==> src/rtl/mem_port_arbiter_pkg.sv <==
// Shared constants for the instruction/data memory port arbiter.
// Holds FSM state encodings, the default error read data and the requester ids.
package mem_port_arbiter_pkg;

    typedef logic [1:0] state_t;

    localparam state_t ST_IDLE   = 2'b00;
    localparam state_t ST_D_WAIT = 2'b01;
    localparam state_t ST_I_WAIT = 2'b10;

    localparam logic [31:0] ERR_DATA_DEF = 32'hDEADBEEF;

    localparam logic PORT_I = 1'b0;
    localparam logic PORT_D = 1'b1;

endpackage

==> src/rtl/mem_port_arbiter_wdog.sv <==
// Watchdog for an outstanding memory transaction: flags the cycle in which
// the TIMEOUT-th wait cycle ends without an ack. TIMEOUT=0 removes it.
module mem_wdog #(
    parameter int TIMEOUT = 255
) (
    input  logic clk,
    input  logic reset,
    input  logic run,
    input  logic clear,
    output logic expired
);

    generate
        if (TIMEOUT == 0) begin : g_off
            logic unused_wdog;
            assign unused_wdog = ^{clk, reset, run, clear};
            assign expired     = 1'b0;
        end else begin : g_on
            localparam int W = $clog2(TIMEOUT + 1);
            logic [W-1:0] cnt;
            logic [W-1:0] nxt;

            // cnt holds completed wait cycles; nxt includes the one ending now
            assign nxt     = cnt + W'(1);
            assign expired = run && (nxt == W'(TIMEOUT));

            always_ff @(posedge clk or posedge reset) begin
                if (reset)
                    cnt <= '0;
                else if (clear || !run)
                    cnt <= '0;
                else
                    cnt <= nxt;
            end
        end
    endgenerate

endmodule

==> src/rtl/mem_port_arbiter.sv <==
// Arbitrates a single-ported, variable-latency memory between the IF fetch port
// and the MEM load/store port, with data priority bounded by a fetch-starvation limit.
module mem_port_arbiter
    import mem_port_arbiter_pkg::*;
#(
    parameter int          D_STREAK_MAX = 4,
    parameter int          TIMEOUT      = 255,
    parameter logic [31:0] ERR_DATA     = ERR_DATA_DEF
) (
    input  logic        clk,
    input  logic        reset,
    input  logic        if_req,
    input  logic [31:0] if_addr,
    output logic [31:0] if_rdata,
    output logic        if_ready,
    output logic        if_stall,
    input  logic        d_re,
    input  logic        d_we,
    input  logic [31:0] d_addr,
    input  logic [31:0] d_wdata,
    output logic [31:0] d_rdata,
    output logic        d_ready,
    output logic        d_stall,
    output logic        mem_req,
    output logic        mem_we,
    output logic [31:0] mem_addr,
    output logic [31:0] mem_wdata,
    input  logic [31:0] mem_rdata,
    input  logic        mem_ack,
    output logic        err
);

    localparam int SW = $clog2(D_STREAK_MAX + 1);

    state_t        state;
    logic [SW-1:0] streak;
    logic          d_any, d_win, i_win, in_wait, done, expired, owner;
    logic [31:0]   rd_val;

    assign d_any    = d_re | d_we;
    assign d_win    = (state == ST_IDLE) && d_any && !(if_req && streak == SW'(D_STREAK_MAX));
    assign i_win    = (state == ST_IDLE) && !d_win && if_req;
    assign in_wait  = (state == ST_D_WAIT) || (state == ST_I_WAIT);
    assign done     = in_wait && (mem_ack || expired);
    assign owner    = (state == ST_D_WAIT) ? PORT_D : PORT_I;
    // ack wins over a coincident timeout
    assign rd_val   = mem_ack ? mem_rdata : ERR_DATA;

    assign if_stall = if_req & ~if_ready;
    assign d_stall  = d_any & ~d_ready;

    mem_wdog #(.TIMEOUT(TIMEOUT)) u_wdog (
        .clk     (clk),
        .reset   (reset),
        .run     (in_wait),
        .clear   (d_win | i_win),
        .expired (expired)
    );

    always_ff @(posedge clk or posedge reset) begin
        if (reset) begin
            state     <= ST_IDLE;
            mem_req   <= 1'b0;
            mem_we    <= 1'b0;
            mem_addr  <= '0;
            mem_wdata <= '0;
            if_rdata  <= '0;
            d_rdata   <= '0;
            if_ready  <= 1'b0;
            d_ready   <= 1'b0;
            err       <= 1'b0;
        end else begin
            if_ready <= 1'b0;
            d_ready  <= 1'b0;
            err      <= 1'b0;
            case (state)
                ST_IDLE: begin
                    if (d_win) begin
                        state     <= ST_D_WAIT;
                        mem_req   <= 1'b1;
                        mem_we    <= d_we;
                        mem_addr  <= d_addr;
                        mem_wdata <= d_wdata;
                        err       <= d_re & d_we;
                    end else if (i_win) begin
                        state    <= ST_I_WAIT;
                        mem_req  <= 1'b1;
                        mem_we   <= 1'b0;
                        mem_addr <= if_addr;
                    end
                end
                ST_D_WAIT, ST_I_WAIT: begin
                    if (done) begin
                        state   <= ST_IDLE;
                        mem_req <= 1'b0;
                        err     <= ~mem_ack;
                        if (owner == PORT_D) begin
                            d_ready <= 1'b1;
                            if (!mem_we)
                                d_rdata <= rd_val;
                        end else begin
                            if_ready <= 1'b1;
                            if_rdata <= rd_val;
                        end
                    end
                end
                default: state <= ST_IDLE;
            endcase
        end
    end

    // streak only moves in IDLE; a fetch grant or an absent fetch clears it
    always_ff @(posedge clk or posedge reset) begin
        if (reset)
            streak <= '0;
        else if (state == ST_IDLE) begin
            if (!if_req || i_win)
                streak <= '0;
            else if (d_win && streak != SW'(D_STREAK_MAX))
                streak <= streak + SW'(1);
        end
    end

endmodule

==> config.mk <==
export PLATFORM = sky130hd
export DESIGN_NAME = mem_port_arbiter
export DESIGN_NICKNAME = d
export VERILOG_FILES = /design/src/rtl/mem_port_arbiter_pkg.sv /design/src/rtl/mem_port_arbiter_wdog.sv /design/src/rtl/mem_port_arbiter.sv
export SDC_FILE = /design/constraint.sdc
export NUM_CORES = 1
export LEC_CHECK = 0
export CELL_PAD_IN_SITES_DETAIL_PLACEMENT = 0
export CELL_PAD_IN_SITES_GLOBAL_PLACEMENT = 1
export CORE_MARGIN = 2
export CORE_UTILIZATION = 29
export DETAILED_ROUTE_END_ITERATION = 8
export GPL_ROUTABILITY_DRIVEN = 0
export PLACE_DENSITY_LB_ADDON = 0.1
export SLEW_MARGIN = 25
export SYNTH_ARGS = -nofsm -noshare
export SYNTH_HDL_FRONTEND = slang
export SYNTH_SLANG_ARGS = --single-unit
==> constraint.sdc <==
create_clock -name clk -period 4.7 [get_ports clk]
set_clock_uncertainty 0.05 [all_clocks]
set_input_delay 0.94 -clock clk [delete_from_list [all_inputs] [get_ports clk]]
set_output_delay 0.94 -clock clk [all_outputs]
set_load 0.03 [all_outputs]
==> summary.md <==
| Metric | Value |
|---|---|
| Aggregate global-route resource usage | `15.8%` |
| Num ports | `269` |
| Number of diodes | `0` |
| HP Class | `reg -> reg` |
| Clk slew on worst S/H paths | `60 ps` |
| Crit path DAT | `2600 ps` |
| TNS Setup | `0 ps` |
| Crit. End Element | `primary output` |
| Initial antenna violation count | `0` |
| Dpl cells | `958` |
| Initial DRT Pass Iterations | `4` |
| Largest net degree at the start of global routing | `117` |
| Fin nets | `854` |
| Number of flops mapped to enable cells by yosys | `0` |
| Skew-Pair Late Insertion Delay | `410 ps` |
| Final wirelength | `between 15 and 20 mm` |
| Sw Share | `40.5%` |
| Reg power frac | `29.7%` |
| Sequential share of the synthesized area | `between 60% and 70%` |
| GRT busiest layer | `met2` |
| Setup Fix Bufs, Post-CTS | `0` |
| Via density | `4.61` |
| Post-layout min period | `3590 ps` |
| Hold Fails Final Rpt | `0` |
| Met3 usage | `6.30%` |
| Switch Pwr | `2.96 mW` |
| Mapped Avg Cell Area | `13.1 sq um` |
| RSZ-0062 raised after global routing | `no` |
| PortBufs | `268` |
| Crit-path max cell delay | `750 ps` |
| Transition time of the tightest slew-check pin | `1000 ps` |
| # resized after CTS | `0` |
| Status | `complete, no violations` |
| CTS root buffer | `clkbuf_16` |
| Worst Path Required | `around 3700 ps` |
| Cell chain of the critical path | `clkdlybuf4s50_1, nor2b_1, clkdlybuf4s50_1` |
| Worst hold slack | `437 ps` |
| Syn. warnings | `0` |
| Grt met2 use | `24.7%` |
| Mapped Area | `5840 sq um` |
| Vert. Die Dim | `roughly 150 microns` |
| Antenna viol nets, final | `0` |
| Detailed placement HPWL | `11.8 mm` |
| Cts hold-fix bufs | `0` |
| Critical path startpoint category | `primary input` |
| Core Region | `19600 sq um` |
| Max IR drop VDD | `0.369 mV` |
| Finish-stage setup viols | `0` |
| Synth-to-Final Area Change | `61.0%` |
| Pwr dens | `778 nW/um^2` |
| Tcrit/Tclk final | `76.5%` |
| Fmax | `278 MHz` |
| Max cap viols | `0` |
| Worst path top cell family by delay | `buffers and inverters` |
| CP Max Fanout | `8` |
| Combinational Power Share | `51.5%` |
| CTS Buffer Depth | `2` |
| Clock sinks | `146` |
| Static Leak | `about 4 nW` |
| Place WS | `1140 ps` |
| Cell mode on critical path | `clkdlybuf4s50_1` |
| Initial Util | `29.8%` |
| Remaining global-route overflow | `0` |
| Max_slew headroom | `32.8%` |
| Num CTS Buffers | `17` |
| Post-synth ARST share | `100%` |
| Clock power frac | `18.8%` |
| Syn Nets | `589` |
| Design area | `9400 sq um` |
| Die Width | `146 microns` |
| Post-Layout Cell Count | `990` |
| DR vias | `4566` |
| Layout cells sized above 1 | `10.1%` |
| Synth Flop Type | `dfrtp_1` |
| Int Pwr | `4.35 mW` |
| H-tree Lvls | `4` |
| DR iter-0 viols | `roughly 160` |
| GR met1 Demand/Resource | `20.3%` |
| Vias in the first global route | `4815` |
| #FFs+latches synth | `between 100 and 150` |
| Worst Path Buf+Inv | `2` |
| Full die area | `21300 sq um` |
| CTS tree | `built` |
| Post-Synthesis Cells | `447` |
| Final WS setup | `1110 ps` |
| Cell Rows | `51` |
| Global-route wire length before repair | `approximately 27 mm` |
| DRC errors left | `0` |
| Critical path class | `in -> out` |
| Slowest CP cell | `clkdlybuf4s50_1` |
| Fin. max-slew vios | `0` |
| DR WL/cell | `approximately 17 microns` |
| Synth cell types | `35` |
| Post-Place Cell Area | `about 8800 sq um` |
per-stage QoR:
step / util, % / power (mW)
after global routing: 48.0 / 7.73
after global placement: 44.9 / 5.95
after detailed placement: 44.9 / 6.01
final: 48.0 / 7.31
after CTS: 47.9 / 7.42
after floorplan: - / 4.40
cell usage after synthesis, types with 4 or more instances:
| library cell | count | area share [%] |
|---|---|---|
| nand2_1 | 42 | 2.7 |
| o22a_1 | 48 | 7.2 |
| dfrtp_1 | 146 | 63 |
| o21ai_0 | 39 | 3.3 |
| ha_1 | 8 | 1.7 |
| a22o_1 | 17 | 2.6 |
| nand3_1 | 4 | 0.34 |
| mux2_2 | 32 | 6.2 |
| buf_2 | 4 | 0.34 |
| nor2_1 | 13 | 0.84 |
| mux2i_1 | 35 | 6.0 |
| clkbuf_1 | 15 | 0.96 |
| inv_1 | 8 | 0.51 |
| buf_1 | 4 | 0.26 |
kinds of logic (layout without fill, tap and decap cells):
logic type,count (synthesis),after routing,share of synthesized area [%]
xor+xnor,5,5,0.879
simple gates,73,73,5.51
compound gates,112,112,14.2
buf+inv,36,314,2.87
mux,67,67,12.2
fa+ha+maj,8,8,1.72
flops,146,146,62.6
path summary, 6_finish.rpt:
kind	startpoint	end	slack (ps)	depth (start not counted)
max reg2reg	state[0]$_DFFE_PP0P_	if_rdata[10]$_DFFE_PP0P_	2110	8
min reg2reg	d_rdata[1]$_DFFE_PP0P_	d_rdata[1]$_DFFE_PP0P_	440	1
max in group asynchronous	reset	mem_req$_DFFE_PP0P_	3050	3
max	if_req	if_stall	1110	3
min	d_rdata[1]$_DFFE_PP0P_	d_rdata[1]$_DFFE_PP0P_	440	1
min in group asynchronous	reset	mem_addr[10]$_DFFE_PP0P_	980	3
metal layers:
layer	routed length [microns]	vias up	part of all wire [%]
met5	0	-	0
met4	171	0	1.0
met3	1460	13	8.7
met2	7940	173	47
met1	7190	2249	43
li1	-	2131	-
layout by cell type (no fill, tap or decap), types with 3 or more instances in the layout:
cell type / instances
clkdlybuf4s50_1: 268
mux2i_1: 35
clkbuf_1: 3
and3_1: 3
o21ai_0: 39
clkbuf_16: 17
dfrtp_1: 146
clkinv_2: 3
mux2_2: 32
o22a_1: 48
a22o_1: 17
nand3_1: 4
nor2_1: 13
nand2_1: 41
inv_1: 7
clkinv_4: 4
ha_1: 8
bufinv_16: 3
or3_1: 3
power groups by stage:
stage               registers (mW)  logic, mW  clock network, mW
detailed placement            2.19       3.82                  0
global placement              2.17       3.78                  0
finish                        2.17       3.77               1.37
CTS                           2.18       3.82               1.42
floorplan                     3.29       1.11                  0
global route                  2.25       4.01               1.47
cell type report:
type	count	area, sq um
clock buffers	20	437
clock inverters	12	156
fillers	1805	10200
inverters	10	46.3
multi-input cells	265	2030
flip-flops and latches	146	3650
well taps	265	332
repair buffers	272	2740
registers in the layout, summed over array words and instances (netlist names):
name and count:
mem_req 1, if_ready 1, u_wdog.g_on.cnt 8, if_rdata 32, d_rdata 32, state 2, streak 3, err 1
mem_wdata 32, mem_we 1, d_ready 1, mem_addr 32
Note: power is estimated with default switching activity, not from simulation.
